[src/rtl/logic_sweep_pkg.sv]
// Shared definitions for the truth-table sweeper: FSM state encoding and
// the reference truth tables of the combinational-logic lab gates.
package logic_sweep_pkg;

    // Raw state codes, kept as plain constants so older code can still compare against them
    localparam logic [1:0] ST_IDLE  = 2'd0;
    localparam logic [1:0] ST_DRIVE = 2'd1;
    localparam logic [1:0] ST_CHECK = 2'd2;
    localparam logic [1:0] ST_DONE  = 2'd3;

    typedef enum logic [1:0] {
        IDLE  = ST_IDLE,
        DRIVE = ST_DRIVE,
        CHECK = ST_CHECK,
        DONE  = ST_DONE
    } sweep_state_e;

    // Truth tables, bit i = expected output for in_vec == i (a = in_vec[1], b = in_vec[0])
    localparam logic [3:0] IMPLIC_TT    = 4'b1011;  // a -> b
    localparam logic [3:0] EX_IMPLIC_TT = 4'b0100;  // a & ~b

endpackage

[src/rtl/logic_sweep_ctrl.sv]
// Sequential truth-table sweeper: walks every input vector of a small
// combinational gate, holds each one SETTLE cycles, then compares the gate
// output with EXPECT. Reports pass/fail, mismatch count and first failing index.
module logic_sweep_ctrl
    import logic_sweep_pkg::*;
#(
    parameter int                 N_IN   = 2,
    parameter int                 SETTLE = 1,
    parameter logic [2**N_IN-1:0] EXPECT = IMPLIC_TT
) (
    input  logic            clk,
    input  logic            rst_n,
    input  logic            start,
    input  logic            stop_on_fail,
    output logic [N_IN-1:0] in_vec,
    input  logic            dut_out,
    output logic            busy,
    output logic            done,
    output logic            pass,
    output logic [N_IN:0]   err_cnt,
    output logic            first_fail_valid,
    output logic [N_IN-1:0] first_fail_idx
);

    localparam int              NVEC     = 2**N_IN;
    localparam int              CNT_W    = (SETTLE > 1) ? $clog2(SETTLE) : 1;
    localparam logic [CNT_W-1:0] CNT_LOAD = CNT_W'(SETTLE - 1);
    localparam logic [CNT_W-1:0] CNT_ONE  = CNT_W'(1);
    localparam logic [N_IN-1:0] LAST_IDX = N_IN'(NVEC - 1);
    localparam logic [N_IN-1:0] IDX_ONE  = N_IN'(1);
    localparam logic [N_IN:0]   ERR_ONE  = (N_IN + 1)'(1);

    // A zero settle time would sample the gate in the same cycle the vector changes
    if (SETTLE < 1) begin : g_bad_settle
        $error("logic_sweep_ctrl: SETTLE must be >= 1");
    end

    sweep_state_e     state, state_nxt;
    logic [CNT_W-1:0] cnt, cnt_nxt;
    logic [N_IN-1:0]  idx_nxt;
    logic [N_IN:0]    err_nxt;
    logic             ffv_nxt;
    logic [N_IN-1:0]  ffi_nxt;
    logic             pass_nxt;
    logic             mismatch;
    logic             sweeping_nxt;

    // Next-state and result-update logic; in_vec doubles as the vector index while sweeping
    always_comb begin
        state_nxt = state;
        cnt_nxt   = cnt;
        idx_nxt   = in_vec;
        err_nxt   = err_cnt;
        ffv_nxt   = first_fail_valid;
        ffi_nxt   = first_fail_idx;
        pass_nxt  = pass;
        mismatch  = 1'b0;
        case (state)
            IDLE: begin
                if (start) begin
                    state_nxt = DRIVE;
                    idx_nxt   = '0;
                    cnt_nxt   = CNT_LOAD;
                    err_nxt   = '0;
                    ffv_nxt   = 1'b0;
                    ffi_nxt   = '0;
                    pass_nxt  = 1'b0;
                end
            end
            DRIVE: begin
                // cnt==0 marks the last settle cycle, so the vector is held exactly SETTLE cycles
                if (cnt == '0) begin
                    state_nxt = CHECK;
                end else begin
                    cnt_nxt = cnt - CNT_ONE;
                end
            end
            CHECK: begin
                mismatch = (dut_out != EXPECT[in_vec]);
                if (mismatch) begin
                    err_nxt = err_cnt + ERR_ONE;
                    if (!first_fail_valid) begin
                        ffv_nxt = 1'b1;
                        ffi_nxt = in_vec;
                    end
                end
                if ((mismatch && stop_on_fail) || (in_vec == LAST_IDX)) begin
                    state_nxt = DONE;
                    pass_nxt  = (err_nxt == '0);
                end else begin
                    state_nxt = DRIVE;
                    idx_nxt   = in_vec + IDX_ONE;
                    cnt_nxt   = CNT_LOAD;
                end
            end
            DONE: begin
                // Always pass through IDLE so a held start leaves one idle cycle between sweeps
                state_nxt = IDLE;
            end
            default: begin
                state_nxt = IDLE;
            end
        endcase
        sweeping_nxt = (state_nxt == DRIVE) || (state_nxt == CHECK);
    end

    // State, settle counter and registered outputs; reset aborts any sweep without a done pulse
    always_ff @(posedge clk or negedge rst_n) begin
        if (!rst_n) begin
            state            <= IDLE;
            cnt              <= '0;
            in_vec           <= '0;
            busy             <= 1'b0;
            done             <= 1'b0;
            pass             <= 1'b0;
            err_cnt          <= '0;
            first_fail_valid <= 1'b0;
            first_fail_idx   <= '0;
        end else begin
            state            <= state_nxt;
            cnt              <= cnt_nxt;
            in_vec           <= sweeping_nxt ? idx_nxt : '0;
            busy             <= sweeping_nxt;
            done             <= (state_nxt == DONE);
            pass             <= pass_nxt;
            err_cnt          <= err_nxt;
            first_fail_valid <= ffv_nxt;
            first_fail_idx   <= ffi_nxt;
        end
    end

endmodule

[config.mk]
export PLATFORM = sky130hd
export DESIGN_NAME = logic_sweep_ctrl
export DESIGN_NICKNAME = d
export VERILOG_FILES = /design/src/rtl/logic_sweep_pkg.sv /design/src/rtl/logic_sweep_ctrl.sv
export SDC_FILE = /design/constraint.sdc
export NUM_CORES = 1
export LEC_CHECK = 0
export CAP_MARGIN = 5
export CORE_UTILIZATION = 46
export DETAILED_ROUTE_END_ITERATION = 8
export PLACE_DENSITY = 0.75
export SLEW_MARGIN = 0
export SYNTH_ARGS = -nofsm -noshare
export SYNTH_HDL_FRONTEND = slang
export SYNTH_SLANG_ARGS = --single-unit
[constraint.sdc]
create_clock -name clk -period 2.61 [get_ports clk]
set_input_delay 0.522 -clock clk [delete_from_list [all_inputs] [get_ports clk]]
set_output_delay 0.522 -clock clk [all_outputs]
set_load 0.005 [all_outputs]
==> impl_results.md, run 1 <==
- Nets: a little under 90
- Post-DRT Antenna Nets: 0
- Cells after synthesis: between 50 and 60
- Routed wire per std cell: approximately 14 um
- Setup TNS: 0 ns
- # DRC: 0
- Pwr per Cell Area: 936.7 nW/um2
- Port buffer count: 15
- Global route overflow: 0
- Synth warn: 0
- GR Layer Usage met1: 0.2740
- Mapped Area: 649.4 um2
- CTS Root Cell: clkbuf_4
- H-Tree Depth: 1
- Fmax: approximately 490 MHz
- Routed vias: a little under 500
- Leak pwr: around 0.39 nW
- Worst setup SP type: flip-flop
- Seq/Total Area, Yosys: 0.5010
- Worst EP required: ~2.8 ns
- Worst EP arrival: between 2 and 2.5 ns
- Sw Share: 0.3683
- Clock share of power: 0.163
- DP Cell Count: 89
- First-pass GRT wire length: between 2 and 2.5 mm
- Commonest non-fill, non-tap cells in the layout: 15 x clkdlybuf4s50_1, 13 x dfrtp_1, 5 x nand2_1, 5 x o21ai_0
- Post-CTS Resized: 0
- Vias per cell: about 5.3
- Crit path kind: reg -> reg
- Sink Count: 13
- Die width: about 40 um
- Final GP Congestion: ~0.75
- Distinct cell type count after synthesis: 24
- Final Hold Fails: 0
- Die area: between 1500 and 2000 um2
- Post-Place Setup Slack: 0.3113 ns
- Vias in the first global route: about 450
- Status: complete, no violations
- Initial Util: 0.4990
- GR peak layer: met2
- CP endpoint: in_vec[1]
- I/O pin count: 16
- Synthesized area per cell: roughly 11 um2
- Share of the synthesized area in the top cell type: 0.5010
- Fill count: 124
- Initial DRC count: 13
- Placed cell area: approximately 800 um2
- Mapped Nets: 68
- Gr usage total: 0.2103
- Critical R2R Launch: in_vec[0]
- Period minus WS final: ~2 ns
- CP endpoint kind: flip-flop
- CTS tree: yes
- Final period utilization: 0.7883
- Reg2reg path depth: 7
- Drt total wl: 1.260 mm
- Clk slew on worst S/H paths: ~0.080 ns
- Initial DRT Pass Iterations: 4
- Worst-path maximum fanout: 6
- Pwr Total: 0.7911 mW
- Reg2reg end: in_vec[1]
- Latest clock arrival within the worst-skew pair: between 0.2 and 0.3 ns
- Post-CTS Setup Inserts: 0
- P_sw: 0.2914 mW
- Site Rows: 13
- M3 GR Usage: 0.05114
- Final Max Tran Viols: 0
- R2R Setup Slk: ~0.55 ns
- Worst slew margin: 0.6062
- Initial antenna violation count: 0
- Final setup fails: 0
- Min-Delay Path Class: reg -> reg
- Die height: 39.57 um
- Number of synthesized register bits: 13
- CTS Buffer Depth: 2
- RSZ-0062 raised after global routing: false
- Post-DP HPWL: about 910 um
- Critical path startpoint: in_vec[0]
- Synth top area cells: dfrtp_1 50%, ha_1 7.7%, a22o_1 5.4%, o21ai_0 3.9%, nand2_1 2.9%
- PnR worst setup slack: around 0.55 ns
- Power Internal: 0.4998 mW
- Worst vdd ir: roughly 0.57 mV
- TritonCTS Buffers: 3
- M2 GR Usage: 0.3074
- Cts hold-fix bufs: 0
- Worst-Margin Slew: 0.5888 ns
- Commonest non-fill, non-tap cell in the layout: clkdlybuf4s50_1
- Setup Skew: around 0.0018 ns
- Non-filler cells in the finished layout: 93
- Max-Cap Viols: 0
- Synth area leader: dfrtp_1
- Design area: 844.6 um2
- Inserted Diodes: 0
- Comb pwr share: 0.414
- Core Util, Final: 0.6490
- Layout area overhead: 30.06%
- Layout cells sized above 1: 0.1026
- Largest net degree at the start of global routing: 14
- Core area: around 1300 um2
- Sequential share of power: 0.423
- Final hold slack: around 0.51 ns
-- worst min-delay path by stage --
stage                                  from                end  slack [ns]  depth (start not counted)
after global placement    first_fail_idx[0]  first_fail_idx[0]        0.49                          1
final                     first_fail_idx[0]  first_fail_idx[0]        0.51                          1
after floorplan                       rst_n               busy        0.23                          0
after global routing      first_fail_idx[0]  first_fail_idx[0]        0.54                          1
after detailed placement  first_fail_idx[0]  first_fail_idx[0]        0.49                          1
after CTS                 first_fail_idx[0]  first_fail_idx[0]        0.52                          1
-- Yosys cell counts --
library cell	instances
a21oi_1	1
a21oi_2	1
a22o_1	4
a31oi_1	1
a32o_1	1
dfrtp_1	13
ha_1	4
inv_1	4
nand2_1	5
nand2b_1	1
nand3_1	2
nor2_1	4
nor2b_1	2
nor3_1	1
nor4_2	1
o21ai_0	5
o21ai_1	2
o21bai_1	1
o311ai_2	1
o31ai_1	1
or2_1	1
xnor2_2	1
xor2_1	1
xor2_2	1
-- metal layers --
layer  share of wire  routed length [um]  vias to the layer above
li1                -                   -                      245
met1            0.45                 564                      223
met2            0.47                 592                       18
met3           0.060                  75                        4
met4           0.021                  27                        0
met5               0                   0                        -
-- power by group through the flow --
stage	clock network, mW	logic [mW]	registers (mW)
global placement	0	0.322	0.337
floorplan	0	0.182	0.328
CTS	0.129	0.331	0.336
finish	0.129	0.328	0.335
global route	0.140	0.370	0.346
detailed placement	0	0.329	0.339
-- state kept, by name, indices dropped and copies added (netlist names) --
name              flops
done                  1
first_fail_valid      1
first_fail_idx        2
busy                  1
in_vec                2
pass                  1
err_cnt               3
state                 2
-- layout make-up --
class                   instances  area, um2  share of cell area
flip-flops and latches         13      325.3              0.3852
multi-input cells              42      309.0              0.3659
repair buffers                 15      150.1              0.1778
clock buffers                   4      26.28             0.03111
well taps                      15      18.77             0.02222
inverters                       4      15.01             0.01778
-- worst max-delay path: stages (launching register included) --
cell and delay, ns:
dfrtp_1 0.44, inv_1 0.07, ha_1 0.26, xnor2_2 0.35, a21oi_2 0.13, o21bai_1 0.19, ha_1 0.28, a32o_1 0.23
-- logic make-up after synthesis --
logic type,synth area share
DFF,0.5010
adders and majority gates,0.07707
AOI/OAI and AO/OA,0.2023
buffers and inverters,0.02311
and+or+nand+nor,0.1329
xor gates and xnor gates,0.06360
(Power assumes the default switching activity.)
==> run 2, diff against run 1 <==
==> constraint.sdc (replaced) <==
create_clock -name clk -period 1.9 [get_ports clk]
set_input_delay 0.38 -clock clk [delete_from_list [all_inputs] [get_ports clk]]
set_output_delay 0.38 -clock clk [all_outputs]
set_load 0.005 [all_outputs]
==> impl_results.md, run 2 (synthesis gave the netlist of run 1 again) <==
- Largest net degree at the start of global routing: 14 (unchanged)
- Min-Delay Path Class: in -> async (was reg -> reg)
- Worst slew margin: 0.6090 (was 0.6062)
- Pwr per Cell Area: 1266 nW/um2 (was 936.7 nW/um2)
- Post-CTS Resized: 0 (unchanged)
- Initial antenna violation count: 0 (unchanged)
- R2R Setup Slk: 0.12 ns (was 0.55 ns)
- Port buffer count: 15 (unchanged)
- Sink Count: 13 (unchanged)
- Reg2reg end: in_vec[1] (unchanged)
- Final GP Congestion: 0.7404 (was 0.7524)
- Final hold slack: 0.4806 ns (was 0.5099 ns)
- Gr usage total: 0.2050 (was 0.2103)
- CP Cell Sequence: inv_1 -> ha_1 -> xnor2_2 -> a21oi_2 -> o21bai_1 -> ha_1 -> a32o_1 (unchanged)
- Final Max Tran Viols: 0 (unchanged)
- Die area: 1566 um2 (unchanged)
- Top delay family on crit path: adder cells (was compound AO/OA/AOI/OAI gates)
- Final setup fails: 0 (unchanged)
- Vias in the first global route: 483 (was 445)
- Nets: 94 (was 88)
- RSZ-0062 raised after global routing: false (unchanged)
- Post-CTS Setup Inserts: 0 (unchanged)
- Post-Place Setup Slack: -0.06729 ns (was 0.3113 ns)
- Initial Util: 0.4990 (unchanged)
- Slowest CP cell: dfrtp_1 (unchanged)
- Inserted Diodes: 0 (unchanged)
- Core area: 1301 um2 (unchanged)
- Crit path kind: reg -> reg (unchanged)
- Most common cell on crit path: ha_1 (unchanged)
- Leak pwr: 0.4192 nW (was 0.3897 nW)
- First-pass GRT wire length: 2.083 mm (was 2.097 mm)
- Reg2reg path depth: 7 (unchanged)
- Commonest non-fill, non-tap cells in the layout: 15 x clkdlybuf4s50_1, 13 x dfrtp_1, 6 x buf_4 (was 15 x clkdlybuf4s50_1, 13 x dfrtp_1, 5 x nand2_1, 5 x o21ai_0)
- Die height: 39.57 um (unchanged)
- CTS Buffer Depth: 2 (unchanged)
- Critical path buffers and inverters: 1 (unchanged)
- Clk slew on worst S/H paths: 0.08 ns (about the same)
- Routed wire per std cell: 13.58 um (was 13.55 um)
- # DRC: 0 (unchanged)
- DP Cell Count: 95 (was 89)
- Global route overflow: 0 (unchanged)
- Critical path startpoint: in_vec[0] (unchanged)
- Final period utilization: 0.9343 (was 0.7883)
- H-Tree Depth: 1 (unchanged)
- Number of flip-flops in the largest register: 3 (unchanged)
- Worst-Margin Slew: 0.5847 ns (was 0.5888 ns)
- Initial DRT Pass Iterations: 3 (was 4)
- Cts hold-fix bufs: 0 (unchanged)
- Max incr delay on CP: 0.35 ns (was 0.44 ns)
- Commonest non-fill, non-tap cell in the layout: clkdlybuf4s50_1 (unchanged)
- I/O pin count: 16 (unchanged)
- Worst vdd ir: 0.8266 mV (was 0.5698 mV)
- Period minus WS final: 1.775 ns (was 2.058 ns)
- Status: complete, no violations (unchanged)
- CTS Root Cell: clkbuf_4 (unchanged)
- Critical path depth: 7 (unchanged)
- Worst EP required: 2.06 ns (was 2.79 ns)
- Non-filler cells in the finished layout: 99 (was 93)
- Vias per cell: 5.354 (was 5.269)
- Post-DP HPWL: 1.040 mm (was 910.3 um)
- PnR worst setup slack: 0.1249 ns (was 0.5524 ns)
- Layout area overhead: 36.99% (was 30.06%)
- Worst setup SP type: flip-flop (unchanged)
- Layout cells sized above 1: 0.1667 (was 0.1026)
- CP endpoint: in_vec[1] (unchanged)
- CTS tree: yes (unchanged)
- Initial DRC count: 8 (was 13)
- Worst-path maximum fanout: 3 (was 6)
- Final Hold Fails: 0 (unchanged)
- Site Rows: 13 (unchanged)
- TritonCTS Buffers: 3 (unchanged)
- Max-Cap Viols: 0 (unchanged)
- Critical R2R Launch: in_vec[0] (unchanged)
- Die width: 39.57 um (unchanged)
- Routed vias: 530 (was 490)
- Reg with most FFs: err_cnt (unchanged)
- Post-DRT Antenna Nets: 0 (unchanged)
- Fill count: 120 (was 124)
- CP endpoint kind: flip-flop (unchanged)
- Drt total wl: 1.344 mm (was 1.260 mm)
- Latest clock arrival within the worst-skew pair: 0.27 ns (was 0.28 ns)
- Fmax: 563.3 MHz (was 486.0 MHz)
- Setup Skew: 0.0006599 ns (was 0.001844 ns)
- Worst EP arrival: 1.93 ns (was 2.23 ns)
run 2: changes by cell type in the layout (fill, tap and decap cells not counted):
| cell | previous run | this run |
|---|---|---|
| buf_4 | 0 | 6 |
run 2: worst reg2reg max path, cell delays in order, from the launching register on:
cell and delay [ns]:
dfrtp_1 0.35, inv_1 0.04, ha_1 0.26, xnor2_2 0.18
a21oi_2 0.17, o21bai_1 0.10, ha_1 0.34, a32o_1 0.23
run 2: cell type report:
type,count,area [um2],area share
flip-flops and latches,13,325.3,0.3657
multi-input cells,42,309.0,0.3474
repair buffers,21,195.2,0.2194
clock buffers,4,26.28,0.02954
well taps,15,18.77,0.02110
inverters,4,15.01,0.01688
run 2: how the worst min path moves through the flow:
stage | from | slack, ns | endpoint
after global routing | rst_n | 0.54 | first_fail_valid
after global placement | first_fail_idx[0] | 0.49 | first_fail_idx[0]
after detailed placement | first_fail_idx[1] | 0.49 | first_fail_idx[1]
after floorplan | rst_n | 0.08 | busy
after CTS | rst_n | 0.50 | first_fail_valid
final | rst_n | 0.48 | first_fail_valid
run 2: power breakdown:
group	switching [mW]	leakage, nW	internal, mW
combinational	0.233	0.232	0.278
clock	0.0866	0.0150	0.0811
sequential	0.0851	0.172	0.362
run 2: per-layer routing:
layer  GRT usage  vias to the layer above  share of wire
met5           0                        -              0
met4     0.07759                        0         0.0074
met3     0.05114                        2          0.039
met2      0.3361                       11           0.49
met1      0.2544                      253           0.46
li1            -                      264              -
run 2: through the flow:
step                area (um2)  utilization  power, mW  setup TNS [ns]
finish                   889.6       0.6837      1.126               0
global route             889.6       0.6837      1.210               0
CTS                      889.6       0.6837      1.136               0
detailed placement       863.3       0.6635     0.9647        -0.06729
global placement         863.3       0.6635     0.9454        -0.01220
floorplan                649.4            -     0.6997               0
==> run 3, diff against run 2 <==
--- a/config.mk
+++ b/config.mk
@@ -7,6 +7,7 @@
 export LEC_CHECK = 0
 export CAP_MARGIN = 5
 export CORE_UTILIZATION = 46
+export CTS_CLUSTER_DIAMETER = 30
 export DETAILED_ROUTE_END_ITERATION = 8
 export PLACE_DENSITY = 0.75
 export SLEW_MARGIN = 0
==> results of run 3 <==
Final layout, timing and power as in run 2 (identical DEF).
